**src/rtl/util_input_conditioner.sv**
```systemverilog
// rtl/util_input_conditioner.sv - multi-channel synchroniser, glitch filter, edge detector and sticky interrupt flags
module util_input_conditioner #(
    parameter int NUM_CH        = 8,
    parameter int SYNC_STAGES   = 2,
    parameter int FILTER_CYCLES = 4
) (
    input  logic                  clk_i,
    input  logic                  rst_i,
    input  logic [NUM_CH-1:0]     din_i,
    input  logic [2*NUM_CH-1:0]   edge_sel_i,
    input  logic [NUM_CH-1:0]     flag_clr_i,
    input  logic [NUM_CH-1:0]     irq_en_i,
    output logic                  ready_o,
    output logic [NUM_CH-1:0]     level_o,
    output logic [NUM_CH-1:0]     rise_o,
    output logic [NUM_CH-1:0]     fall_o,
    output logic [NUM_CH-1:0]     event_o,
    output logic [NUM_CH-1:0]     event_flag_o,
    output logic                  irq_o
);

    localparam int CW = $clog2(FILTER_CYCLES + 1);
    localparam int PW = $clog2(SYNC_STAGES + 2);
    localparam logic [CW-1:0] CNT_LAST   = CW'(FILTER_CYCLES - 1);
    localparam logic [PW-1:0] PRIME_LAST = PW'(SYNC_STAGES);

    typedef enum logic {
        ST_PRIME = 1'b0,
        ST_RUN   = 1'b1
    } state_t;

    state_t              state_q, state_d;
    logic [PW-1:0]       prime_q, prime_d;
    logic [NUM_CH-1:0]   sync_q [SYNC_STAGES];
    logic [NUM_CH-1:0]   sample;
    logic [CW-1:0]       cnt_q [NUM_CH];
    logic [CW-1:0]       cnt_d [NUM_CH];
    logic [NUM_CH-1:0]   level_q, level_d;
    logic [NUM_CH-1:0]   rise_q, rise_d;
    logic [NUM_CH-1:0]   fall_q, fall_d;
    logic [NUM_CH-1:0]   event_q, event_d;
    logic [NUM_CH-1:0]   flag_q, flag_d;
    logic                irq_q, irq_d;

    assign sample = sync_q[SYNC_STAGES-1];

    // Synchroniser chain: stage 0 captures the raw pins, the last stage is the sample
    always_ff @(posedge clk_i) begin
        if (rst_i) begin
            sync_q <= '{default: '0};
        end else begin
            sync_q[0] <= din_i;
            for (int s = 1; s < SYNC_STAGES; s++) begin
                sync_q[s] <= sync_q[s-1];
            end
        end
    end

    // Priming/run control, filter counters, level, edge pulses, flags and irq
    always_ff @(posedge clk_i) begin
        if (rst_i) begin
            state_q <= ST_PRIME;
            prime_q <= '0;
            cnt_q   <= '{default: '0};
            level_q <= '0;
            rise_q  <= '0;
            fall_q  <= '0;
            event_q <= '0;
            flag_q  <= '0;
            irq_q   <= 1'b0;
        end else begin
            state_q <= state_d;
            prime_q <= prime_d;
            cnt_q   <= cnt_d;
            level_q <= level_d;
            rise_q  <= rise_d;
            fall_q  <= fall_d;
            event_q <= event_d;
            flag_q  <= flag_d;
            irq_q   <= irq_d;
        end
    end

    // Next state: priming loads level silently; running filters each channel independently
    always_comb begin
        state_d = state_q;
        prime_d = prime_q;
        cnt_d   = cnt_q;
        level_d = level_q;
        rise_d  = '0;
        fall_d  = '0;
        event_d = '0;
        // A set from the current event pulse overrides a clear in the same cycle
        flag_d  = (flag_q & ~flag_clr_i) | event_q;
        irq_d   = |(flag_q & irq_en_i);

        case (state_q)
            ST_PRIME: begin
                if (prime_q == PRIME_LAST) begin
                    state_d = ST_RUN;
                    level_d = sample;
                    for (int i = 0; i < NUM_CH; i++) begin
                        cnt_d[i] = '0;
                    end
                end else begin
                    prime_d = prime_q + PW'(1);
                end
            end
            ST_RUN: begin
                for (int i = 0; i < NUM_CH; i++) begin
                    if (sample[i] == level_q[i]) begin
                        cnt_d[i] = '0;
                    end else if (cnt_q[i] == CNT_LAST) begin
                        level_d[i] = sample[i];
                        cnt_d[i]   = '0;
                        rise_d[i]  = sample[i];
                        fall_d[i]  = ~sample[i];
                    end else begin
                        cnt_d[i] = cnt_q[i] + CW'(1);
                    end
                end
            end
            default: begin
                state_d = ST_PRIME;
            end
        endcase

        for (int i = 0; i < NUM_CH; i++) begin
            event_d[i] = (rise_d[i] & edge_sel_i[2*i]) | (fall_d[i] & edge_sel_i[2*i+1]);
        end
    end

    assign ready_o      = (state_q == ST_RUN);
    assign level_o      = level_q;
    assign rise_o       = rise_q;
    assign fall_o       = fall_q;
    assign event_o      = event_q;
    assign event_flag_o = flag_q;
    assign irq_o        = irq_q;

endmodule
```
**config.mk**
```make
export PLATFORM = sky130hd
export DESIGN_NAME = util_input_conditioner
export DESIGN_NICKNAME = d
export VERILOG_FILES = /design/src/rtl/util_input_conditioner.sv
export SDC_FILE = /design/constraint.sdc
export NUM_CORES = 1
export LEC_CHECK = 0
export ABC_AREA = 0
export BUFFER_PORTS_ARGS = -buffer_cell sky130_fd_sc_hd__buf_2
export CORE_ASPECT_RATIO = 1.2
export CORE_UTILIZATION = 50
export CTS_CLUSTER_SIZE = 10
export DETAILED_ROUTE_END_ITERATION = 8
export PLACE_DENSITY = 0.73
export SKIP_LAST_GASP = 1
export SLEW_MARGIN = 40
export SYNTH_ARGS = -nofsm -noshare
export SYNTH_HDL_FRONTEND = slang
export SYNTH_SLANG_ARGS = --single-unit
export TNS_END_PERCENT = 30
```
**constraint.sdc**
```tcl
create_clock -name clk_i -period 1.65 [get_ports clk_i]
set_input_delay 0.165 -clock clk_i [delete_from_list [all_inputs] [get_ports clk_i]]
set_output_delay 0.165 -clock clk_i [all_outputs]
set_load 0.02 [all_outputs]
```
# Word-level counts from Yosys, hierarchy flattened
# Index checks and enable logic that the tools add are counted.
[totals]
romBits = 0
n_memories = 0
reg_bits = 84
latch_bits = 0
output_inout_bits = 42
ram_bits = 0
elab_cells = 188
input_bits = 42
[op_classes]
div = 0
mux = 72
n_eq_ne = 34
reduce_logical = 10
n_shift = 0
n_lt_le_gt_ge = 0
n_mul = 0
add_sub_neg = 9
bitwise = 38
[ops]
columns = ["cell", "count"]
rows = [
  ["1-bit 2-to-1 mux", 50],
  ["3-bit 2-to-1 mux", 16],
  ["24-bit case mux with 2 select lines", 1],
  ["3-bit by 1-bit adder with 3-bit output, second input constant", 8],
  ["3-bit by 2-bit equality test with 1-bit output, second input constant", 8],
  ["24-bit 2-to-1 mux", 1],
  ["8-bit 2-to-1 mux", 3],
  ["3-bit AND reduction", 8],
  ["2-bit != test, second input constant", 9],
  ["1-bit bitwise AND", 16],
  ["8-bit bitwise AND", 2],
  ["2-bit by 1-bit != test with 1-bit output, second input constant", 8],
  ["8-bit case mux with 2 select lines", 1],
  ["1-bit NOT", 10],
  ["1-bit equality test", 8],
  ["8-bit NOT", 1],
  ["1-bit bitwise OR", 8],
  ["8-bit bitwise OR", 1],
  ["8-bit OR reduction", 1],
  ["2-bit by 1-bit adder with 2-bit output, second input constant", 1],
  ["2-bit equality test, second input constant", 1],
  ["2-bit AND reduction", 1],
]

# Logic depth before layout (Yosys ltp)
# Gate-level depths: netlist of the first run.
[logic_depth]
ltp_word = 6
depth_mapped = 6
depth_no_buf = 5

# Worst setup path after synthesis of the first run
# Ideal clock, no wire load.
[synth_timing]
path_kind = "register -> register"
startpoint = "reg prime_q[0]"
endpoint = "reg level_q[1], in the netlist level_o[1]"
synth_period_minus_slack_ns = 1.279
required_ns = 1.578
path_buffers = 1
arrival_ns = 1.208
setup_time_ns = 0.072
path_stages_with_launch = 7
setup_slack_ns = 0.371
cell_sequence = "dfxtp_1 > inv_1 > ha_1 > and2b_1 > buf_2 > a21oi_1 > mux2i_1"
[synth_between]
elab_chain_cells = 3
[synth_lines]
columns = ["element", "line", "source"]
rows = [
  ["start, declared", "33", "logic [PW-1:0] prime_q, prime_d;"],
  ["start signal, assigned", "73", "prime_q <= prime_d;"],
  ["2-bit equality test", "99", "if (prime_q == PRIME_LAST) begin"],
  ["2-bit != test (no source line)", "--", ""],
  ["3-bit AND reduction (no source line)", "--", ""],
  ["end signal, assigned", "75", "level_q <= level_d;"],
  ["end, declared", "38", "logic [NUM_CH-1:0] level_q, level_d;"],
]
# No other way between the ends.
# A chain may end at the register's enable or synchronous reset.

# Final worst setup path of the first run
[layout_timing]
startpoint = "reg prime_q[0]"
endpoint = "reg level_q[3], in the netlist level_o[3]"
# The elaborated chain is that of the path after synthesis.

==> summary.txt, run 1 <==
STA
  – Final Critical Period: between 1000 and 1500 ps
  – Slew headroom: 0.696
  – RSZ-0062 raised after global routing: false
  – Tcrit/Tclk final: 0.847
  – Worst-margin pin slew: 454 ps
  – TNS Setup: 0 ps
  – Hold Worst Slack: between 20 and 25 ps
  – Skew final: ~7 ps
  – Final Max Tran Viols: 0
  – Fmax: slightly above 700 MHz
  – Final hold violation count: 0
  – # setup viols final: 0

Floorplanning
  – I/O pins: between 80 and 90
  – Die H: 90 um
  – Die footprint: slightly below 0.007 mm2
  – Starting Density: 0.527
  – Die W: approximately 75 um
  – Core area: 0.00613 mm2
  – Rows: 31

CTS
  – CTS Buffer Depth: 2
  – Root Driver: clkbuf_8
  – H-tree Lvls: 3
  – Worst skew pair latency: between 300 and 400 ps
  – CTS tree: done
  – Cts bufs inserted: 9
  – # resized after CTS: 0
  – Clock sink count: 84
  – Worst-path clk slew: around 80 ps
  – Post-CTS Hold Buffers: 0
  – Post-CTS Setup Bufs: 0

Logic synthesis
  – Seq/Total Area, Yosys: 0.521
  – Yosys warnings: 0
  – Synth Area per Inst: 9.90 um2
  – FF+latch count, synth: 84
  – Post-Synth Simple-Gate Area: 0.248
  – EDFF count, synth: 0
  – Yosys cell types: 32
  – Synth async-reset ratio: 0
  – Synth Area in Adders: 0.0349
  – Synth Net Count: 377
  – Mux share of post-synthesis cell area: 0.0248
  – Compound-Gate Fraction of Synth Area: 0.102
  – Post-Syn Area: between 0.003 and 0.004 mm2
  – Synth Area in XOR/XNOR: 0.0217
  – Synth Instances: between 300 and 400
  – Dominant synthesized flop cell: dfxtp_1
  – Main combinational cell family by area after synthesis: simple AND/OR/NAND/NOR gates

Power and ir drop
  – Pint: roughly 0.0032 W
  – Clock share of power: 0.340
  – Register share of total power: 0.501
  – Peak VDD IR: approximately 0.77 mV
  – Total Power: around 0.0043 W
  – Comb pwr share: 0.159
  – Switching power total: approximately 0.0011 W
  – LEAKAGE: 1.78 nW
  – P per Cell Area: 1080 mW/mm2
  – Sw frac: 0.259

Worst setup path
  – Worst stage delay on the critical path: 350 ps
  – Crit-path max FO: 8
  – R2R Path End: level_o[3]
  – CP Depth: 5
  – Cell family with most CP delay: flip-flops
  – CP max stage cell: dfxtp_1
  – WS Path Type: reg -> reg
  – WP buf/inv: 1
  – CP required: 1930 ps
  – Critical-path cell list: inv_1 > ha_1 > and2b_1 > a21oi_1 > mux2i_1
  – Startpoint types: flop
  – FF-to-FF path depth: 5
  – CP arrival: 1670 ps
  – Worst r2r src: prime_q[0]
  – CP Capture Type: flop
  – Reg-to-reg slack, setup: around 250 ps

Global route
  – GR Overflow Total: 0
  – Vias in the first global route: approximately 2.4k
  – Global-route wire length before repair: around 11000 um
  – Largest net degree at the start of global routing: 21
  – GR Util All Layers: 0.205
  – Initial antenna violation count: 0

Hold path
  – Hold Crit Class: in -> reg
  – Hold endpoint: sync_q[8]
  – Hold path cells: 2
  – HP Start: din_i[0]

Route
  – Drt wl/cell: about 12 um
  – Total routed wirelength: approximately 6300 um
  – Iter 0 DRT Violations: 76
  – Via count: roughly 2.5k
  – Detailed Routing Iterations Pass 1: 4
  – Vias/cell: approximately 5
  – Drc violations: 0
  – Antenna viol nets, final: 0

Final layout
  – Most frequent cells in the layout: dfxtp_1, buf_2, a21oi_1
  – Sequential Area: between 0.0015 and 0.002 mm2
  – N_diodes: 0
  – Area Overhead vs Synth: 22.3%
  – Multi-input combinational cell area: 0.00139 mm2
  – Fillers: approximately 550
  – Nets: 468
  – Design Area, Final: around 0.0039 mm2
  – Util after Layout: 0.644
  – Commonest non-fill, non-tap cell in the layout: dfxtp_1
  – Fraction of layout cells with a size suffix above 1: 0.270

Place
  – Port Buffers: 83
  – Dpl cell area: around 0.0037 mm2
  – Detailed Place HPWL: roughly 4600 um
  – Placer Congestion: 0.758

Job
  – Max_cap viols: 0

Status
  – Outcome: complete, no violations
==> cells by family after synthesis <==
| kind of cell | after synthesis |
|---|---|
| buffers and inverters | 34 |
| adder cells (fa/ha/maj) | 9 |
| multiplexers | 8 |
| AO/OA/AOI/OAI | 56 |
| AND/OR/NAND/NOR | 127 |
| XOR/XNOR | 8 |
| flip-flops | 84 |
==> sequential cells by signal, summed over array words and instances, names as in the netlist, 2 cells and up <==
signal,count
sample,8
fall_o,8
cnt_q,24
event_flag_o,8
event_o,8
level_o,8
prime_q,2
rise_o,8
sync_q,8
==> layout make-up <==
type                            count  share of cell area
Timing Repair Buffer               92               0.122
Sequential cell                    84               0.426
Clock inverter                      4              0.0121
Inverter                           22              0.0209
Tap cell                           82              0.0260
Clock buffer                       12              0.0393
Multi-Input combinational cell    208               0.353
==> worst register-to-register path, delay by kind of cell, from the launching register on <==
family,cells,cell delay (ps)
AND/OR/NAND/NOR,1,300
buffers and inverters,1,50
AO/OA/AOI/OAI,1,210
flip-flops,1,350
multiplexers,1,190
adder cells (fa/ha/maj),1,240
==> per-layer routing <==
layer  share of wire  vias to the layer above  global-route usage
li1                -                     1275                   -
met1            0.44                     1168               0.249
met2            0.50                       54               0.336
met3           0.039                       13              0.0426
met4           0.021                        0              0.0972
met5               0                        -                   0
==> how the worst max path moves through the flow <==
stage / start / endpoint / slack [ps]
floorplan: prime_q[0] / level_o[1] / 370
global placement: prime_q[0] / level_o[3] / 320
detailed placement: prime_q[0] / level_o[1] / 270
CTS: prime_q[0] / level_o[3] / 250
global route: prime_q[0] / level_o[2] / 150
finish: prime_q[0] / level_o[3] / 250
==> power by group through the flow <==
stage	Clock, W	Combinational (W)	Sequential [W]
finish	0.00145	0.000679	0.00215
global route	0.00160	0.000754	0.00216
CTS	0.00150	0.000688	0.00215
detailed placement	0	0.000679	0.00219
global placement	0	0.000658	0.00219
floorplan	0	0.000459	0.00220
==> cells in the mapped netlist, types with 2 or more instances <==
cell type	instances	share of area
xor2_1	7	0.019
nor2b_1	22	0.043
and2b_1	3	0.0070
ha_1	9	0.035
nor3b_1	19	0.044
nand2b_1	19	0.037
clkbuf_1	4	0.0047
dfxtp_1	84	0.52
nor2_1	16	0.019
o21ai_0	8	0.012
nand3b_1	22	0.051
nor3b_2	2	0.0078
nand2_4	2	0.0070
a31oi_1	7	0.014
mux2i_1	8	0.025
a21oi_1	25	0.039
inv_1	22	0.026
o21ai_1	4	0.0062
a211oi_1	2	0.0047
a22oi_1	4	0.0093
buf_2	5	0.0078
a22o_1	2	0.0054
nand2_1	20	0.023
buf_6	2	0.0070
==> through the flow <==
| stage | instances | worst slack [ps] |
|---|---|---|
| after floorplan | 326 | 371 |
| after global placement | 488 | 316 |
| after detailed placement | 488 | 270 |
| after CTS | 504 | 251 |
| after global routing | 504 | 148 |
| final | 504 | 253 |
Power figures use the tool's default switching activity.
==> run 2: changes to the inputs <==
--- a/config.mk
+++ b/config.mk
@@ -5,13 +5,13 @@
 export SDC_FILE = /design/constraint.sdc
 export NUM_CORES = 1
 export LEC_CHECK = 0
-export ABC_AREA = 0
+export ABC_AREA = 1
 export BUFFER_PORTS_ARGS = -buffer_cell sky130_fd_sc_hd__buf_2
 export CORE_ASPECT_RATIO = 1.2
-export CORE_UTILIZATION = 50
+export CORE_UTILIZATION = 47
 export CTS_CLUSTER_SIZE = 10
 export DETAILED_ROUTE_END_ITERATION = 8
-export PLACE_DENSITY = 0.73
+export PLACE_DENSITY = 0.72
 export SKIP_LAST_GASP = 1
 export SLEW_MARGIN = 40
 export SYNTH_ARGS = -nofsm -noshare
==> constraint.sdc (replaced) <==
create_clock -name clk_i -period 1.2 [get_ports clk_i]
set_input_delay 0.12 -clock clk_i [delete_from_list [all_inputs] [get_ports clk_i]]
set_output_delay 0.12 -clock clk_i [all_outputs]
set_load 0.02 [all_outputs]
==> run 2 against run 1 <==
Against the previous run: the run now ends with setup timing left; sequential share of layout area fell by 4.5 points; total power rose by 75%; utilization rose by 3.6 points; clock skew barely moved; area after synthesis fell by 0.16%; largest cell class unchanged; critical endpoint is now cnt_q[15]; sequential power rose by 48%.
==> summary.txt, run 2 <==
Global route
  – Vias in the first global route: between 2k and 3k
  – Global-route wire length before repair: approximately 11000 um
  – Largest net degree at the start of global routing: 31
  – GR Overflow Total: 0
  – Initial antenna violation count: 0
  – GR Util All Layers: 0.199

STA
  – RSZ-0062 raised after global routing: true
  – Skew final: between 6 and 7 ps
  – Final worst slack: -33.5 ps
  – Slew headroom: 0.834
  – TNS Setup: -116 ps
  – Hold Worst Slack: just under 40 ps
  – Final Critical Period: approximately 1200 ps
  – # setup viols final: 8
  – Worst-margin pin slew: approximately 250 ps
  – Final Max Tran Viols: 0
  – Fmax: between 800 and 900 MHz
  – Final hold violation count: 0
  – Tcrit/Tclk final: 1.03

Logic synthesis
  – Synth Area per Inst: between 7 and 8 um2
  – Dominant cell by count in the synthesized netlist: nand2_1
  – Dominant synthesized flop cell: dfxtp_1
  – Synth Instances: between 400 and 500
  – Yosys cell types: 14
  – Synth async-reset ratio: 0
  – Post-Syn Area: between 0.003 and 0.004 mm2
  – Synth Net Count: approximately 480
  – EDFF count, synth: 0
  – FF+latch count, synth: 84
  – Share of the synthesized area in the top cell type: 0.522
  – Yosys warnings: 0
  – Synth top area cells: dfxtp_1, nand2_1, nor2_1, inv_1, a21oi_1
  – Seq/Total Area, Yosys: 0.522
  – Yosys top cell by area: dfxtp_1
  – Post-synth top cells: nand2_1, dfxtp_1, nor2_1, inv_1, a21oi_1

Final layout
  – Commonest non-fill, non-tap cell in the layout: nand2_1
  – Fraction of layout cells with a size suffix above 1: 0.299
  – Most frequent cells in the layout: nand2_1, buf_2, dfxtp_1
  – Max FFs per register: 24
  – Largest Register: cnt_q
  – Layout Cells excl Fill: 636
  – Fillers: 550
  – Area Overhead vs Synth: 37.6%
  – N_diodes: 0
  – Nets: approximately 600

Power and ir drop
  – Pint: 0.00515 W
  – Switching power total: between 0.002 and 0.0025 W
  – Comb pwr share: 0.292
  – Register share of total power: 0.425
  – LEAKAGE: a little over 2 nW
  – P per Cell Area: around 1700 mW/mm2
  – Clock share of power: 0.283
  – Peak VDD IR: roughly 0.95 mV
  – Sw frac: 0.310
  – Total Power: 0.00747 W

Place
  – Post-Place Cells: around 590
  – Detailed Place HPWL: around 4500 um
  – Port Buffers: between 80 and 90
  – Pre-CTS setup slack: -51.1 ps
  – Placer Congestion: just under 0.8

Status
  – Outcome: finished with violations
  – Failing checks: setup timing

Job
  – Max_cap viols: 0

CTS
  – H-tree Lvls: 3
  – Clock sink count: 84
  – Root Driver: clkbuf_8
  – Worst skew pair latency: 350 ps
  – CTS tree: done
  – Worst-path clk slew: approximately 80 ps
  – CTS Buffer Depth: 2
  – Cts bufs inserted: 9

Worst setup path
  – CP Capture Type: flop
  – WS Path Type: reg -> reg
  – Startpoint types: flop
  – CP arrival: about 1500 ps
  – Crit-path max FO: 9
  – CP required: between 1000 and 1500 ps

Route
  – Total routed wirelength: 7080 um
  – Vias/cell: between 4 and 5
  – Antenna viol nets, final: 0
  – Drt wl/cell: roughly 11 um
  – Via count: around 2.9k
  – Detailed Routing Iterations Pass 1: 4
  – Iter 0 DRT Violations: approximately 120
  – Drc violations: 0

Floorplanning
  – Die W: between 70 and 80 um
  – Rows: 32
  – Die footprint: ~0.007 mm2
  – Core area: approximately 0.0065 mm2
  – Starting Density: 0.494
  – Die H: a little over 90 um
  – I/O pins: 84

Hold path
  – Hold Crit Class: in -> reg
-- run 2: cell types whose count changed in the layout (fill, tap and decap cells not counted), moves of 19 or more --
cell / delta
nor2b_1: -22
nand2b_1: -19
inv_1: +35
nand3_1: +23
nor2_1: +39
dlygate4sd3_1: +22
nand3b_1: -22
nor3b_1: -19
nand2_1: +77
-- run 2: worst max-delay path, cell delays in order (launching register included) --
cell and delay [ps]:
dfxtp_1 390, ha_4 180, nor2_4 50, buf_4 140, clkbuf_16 160, o21ai_0 160
a21oi_1 50
-- run 2: stage by stage --
step / cell area (um2) / utilization
2_1_floorplan: 3220 / -
3_3_place_gp: 3780 / 0.579
3_5_place_dp: 3780 / 0.579
4_1_cts: 4230 / 0.648
5_1_grt: 4430 / 0.679
6_report: 4430 / 0.679
-- run 2: path summary, 6_finish.rpt --
path / start / end / slack [ps] / depth (start not counted)
max: prime_q[1] / cnt_q[15] / -30 / 6
min: flag_clr_i[3] / event_flag_o[3] / 40 / 4
max reg2reg: prime_q[1] / cnt_q[15] / -30 / 6
min reg2reg: sync_q[12] / sample[4] / 410 / 2
-- run 2: power groups by stage --
stage	clock network (W)	registers (W)	logic [W]
3_3_place_gp	0	0.00319	0.00166
5_1_grt	0.00228	0.00321	0.00242
3_5_place_dp	0	0.00320	0.00170
2_1_floorplan	0	0.00332	0.00107
4_1_cts	0.00216	0.00315	0.00183
6_report	0.00211	0.00318	0.00218
-- run 2: final cells by class --
cell class	count	area, um2	area share
clock buffer	12	145	0.0327
tap	85	106	0.0240
inverter	67	251	0.0567
timing repair buffer	124	832	0.188
clock inverter	2	60.1	0.0135
multi-input combinational	262	1350	0.304
sequential	84	1690	0.381
-- run 2: logic make-up (layout without fill, tap and decap cells) --
family | count (synthesis) | in the layout | synth area share
AOI/OAI and AO/OA | 48 | 48 | 0.0746
adders and majority gates | 9 | 9 | 0.0350
DFF | 84 | 84 | 0.522
and+or+nand+nor | 205 | 205 | 0.268
buffers and inverters | 79 | 205 | 0.101
-- run 2: repair_timing --
| action | in CTS | in global routing |
|---|---|---|
| setup buffers | 0 | 5 |
| gates resized for setup | 9 | 43 |
| pin swaps | 2 | 10 |
| hold endpoints to repair | 15 | 0 |
| cloned | 0 | 1 |
| endpoints found under the setup margin | 27 | 37 |
| hold buffers | 22 | 0 |
-- run 2: routing by layer --
layer | track usage | up-vias | share of wire | wire [um]
met4 | 0.0959 | 0 | 0.019 | 138
met1 | 0.220 | 1306 | 0.45 | 3150
met2 | 0.357 | 66 | 0.51 | 3590
li1 | - | 1545 | - | -
met3 | 0.0443 | 11 | 0.029 | 207
met5 | 0 | - | 0 | 0
==> run 3: changes to the inputs <==
--- a/config.mk
+++ b/config.mk
@@ -7,11 +7,13 @@
 export LEC_CHECK = 0
 export ABC_AREA = 1
 export BUFFER_PORTS_ARGS = -buffer_cell sky130_fd_sc_hd__buf_2
+export CELL_PAD_IN_SITES_DETAIL_PLACEMENT = 1
+export CELL_PAD_IN_SITES_GLOBAL_PLACEMENT = 1
 export CORE_ASPECT_RATIO = 1.2
-export CORE_UTILIZATION = 47
+export CORE_UTILIZATION = 33
 export CTS_CLUSTER_SIZE = 10
 export DETAILED_ROUTE_END_ITERATION = 8
-export PLACE_DENSITY = 0.72
+export PLACE_DENSITY = 0.71
 export SKIP_LAST_GASP = 1
 export SLEW_MARGIN = 40
 export SYNTH_ARGS = -nofsm -noshare
==> run 3 against run 2 <==
Against the previous run: routed wire length rose by 17%; the flow now finishes without violations; critical path type is now reg -> out; highest routed layer unchanged; global-route usage is 3.2 points lower; fmax is 4.7% higher; final cell count rose by 6.0%; critical endpoint is now ready_o; die area rose by 41%; clock skew is 2.7 ps lower; non-clock buffer count is 1 higher.
==> summary.txt, run 3 (synthesis results as in run 2) <==
Worst setup path
  – FF-to-FF path depth: 7
  – CP max stage cell: dfxtp_4
  – Worst stage delay on the critical path: 390 ps
  – Critical Path Sink: ready_o
  – Setup crit start: ready_o
  – CP required: around 1100 ps
  – Cell family with most CP delay: flip-flops
  – WP buf/inv: 2
  – R2R Path End: event_o[3]
  – CP Capture Type: output port
  – CP Depth: 2
  – Crit-path max FO: 7
  – Worst r2r src: cnt_q[13]
  – Reg-to-reg slack, setup: ~40 ps
  – Critical-path cell list: buf_4 > buf_2
  – WS Path Type: reg -> out
  – Startpoint types: flop
  – CP arrival: 1060 ps

Power and ir drop
  – Sw frac: 0.315
  – P per Cell Area: 1720 mW/mm2
  – Clock share of power: 0.304
  – Register share of total power: 0.410
  – Switching power total: 0.00246 W
  – Pint: 0.00534 W
  – Peak VDD IR: 0.745 mV
  – Comb pwr share: 0.286
  – LEAKAGE: between 2 and 2.5 nW

Job
  – Max_cap viols: 0

STA
  – Tcrit/Tclk final: 0.982
  – Fmax: approximately 850 MHz
  – Skew final: approximately 4 ps
  – Slew headroom: 0.828
  – TNS Setup: 0 ps
  – Final hold violation count: 0
  – Final Max Tran Viols: 0
  – Final Critical Period: between 1000 and 1500 ps
  – # setup viols final: 0
  – Worst-margin pin slew: between 200 and 300 ps
  – RSZ-0062 raised after global routing: true

Hold path
  – Hold Crit Class: in -> reg

Route
  – Antenna viol nets, final: 0
  – Vias/cell: 4.49
  – Iter 0 DRT Violations: 56
  – Total routed wirelength: slightly above 8000 um
  – Via count: between 3k and 4k
  – Drt wl/cell: between 10 and 15 um
  – Detailed Routing Iterations Pass 1: 4
  – Drc violations: 0

Final layout
  – Area Overhead vs Synth: 40.4%
  – N_diodes: 0
  – Fraction of layout cells with a size suffix above 1: 0.309
  – Max FFs per register: 24
  – Layout Cells excl Fill: approximately 670
  – Design Area, Final: 0.00452 mm2
  – Most frequent cells in the layout: nand2_1, buf_2, dfxtp_1
  – Nets: 600
  – Commonest non-fill, non-tap cell in the layout: nand2_1
  – Largest Register: cnt_q

Global route
  – GR Overflow Total: 0
  – Vias in the first global route: roughly 3k
  – Largest net degree at the start of global routing: 21
  – Initial antenna violation count: 0
  – Global-route wire length before repair: 13200 um
  – GR Util All Layers: 0.167

Place
  – Post-Place Cells: 635
  – Port Buffers: 83
  – Placer Congestion: around 0.7
  – Detailed Place HPWL: approximately 5800 um
  – Dpl cell area: slightly below 0.004 mm2

Floorplanning
  – Rows: 39
  – Core area: between 0.009 and 0.01 mm2
  – Die H: 110 um
  – Starting Density: 0.339
  – Die footprint: between 0.01 and 0.015 mm2
  – Die W: around 90 um
  – I/O pins: 84

CTS
  – Cts bufs inserted: 9
  – Root Driver: clkbuf_16
  – Worst-path clk slew: about 60 ps
  – Clock sink count: between 80 and 90
  – CTS Buffer Depth: 2
  – Worst skew pair latency: 330 ps
  – CTS tree: done
  – H-tree Lvls: 3

Status
  – Outcome: complete, no violations
## run 3: power groups by stage
stage          combinational, W  clock, W  sequential (W)
2_1_floorplan           0.00107         0         0.00332
3_3_place_gp            0.00177         0         0.00320
3_5_place_dp            0.00185         0         0.00321
4_1_cts                 0.00219   0.00246         0.00317
5_1_grt                 0.00245   0.00256         0.00322
6_report                0.00223   0.00237         0.00320
## run 3: worst register-to-register path, cell delays in order, from the launching register on
cell and delay, ps:
dfxtp_1 340, ha_1 140, inv_1 60, nor2_2 160, nand2_1 100, nor2_1 150, nand2_1 80, nand2_1 60
## run 3: metrics by stage
stage	hold WS [ps]	utilization	power, W	worst slack [ps]
6_report	8.55	0.475	0.00780	21.6
4_1_cts	6.34	0.460	0.00781	-43.5
3_3_place_gp	314	0.405	0.00497	-6.68
5_1_grt	23.9	0.475	0.00823	-65.2
2_1_floorplan	210	-	0.00439	8.39
3_5_place_dp	317	0.405	0.00506	-84.8
## run 3: worst min-delay path by stage
stage | from | to | slack (ps) | cells past startpoint
6_report | edge_sel_i[14] | event_o[7] | 9 | 3
5_1_grt | edge_sel_i[14] | event_o[7] | 20 | 3
4_1_cts | edge_sel_i[15] | event_o[7] | 6 | 3
3_5_place_dp | edge_sel_i[1] | event_o[0] | 320 | 3
3_3_place_gp | edge_sel_i[5] | event_o[2] | 310 | 3
2_1_floorplan | rst_i | rise_o[5] | 210 | 1
## run 3: timing repair
action,CTS,global route
cloned,0,0
hold buffers,20,0
endpoints found under the hold margin,14,0
gates resized for setup,14,42
pin swaps,1,11
setup buffers,3,3
endpoints found under the setup margin,31,38
## run 3: metal layers
layer	routed length, um	track usage
met1	3560	0.186
met2	4380	0.305
met3	222	0.0343
met4	152	0.0759
met5	0	0
## run 3: area by class of cell
type,count,area [um2]
clock buffer,13,240
fill,1193,4990
inverter,67,251
tap,123,154
multi-input combinational,262,1360
timing repair buffer,125,822
sequential,84,1690
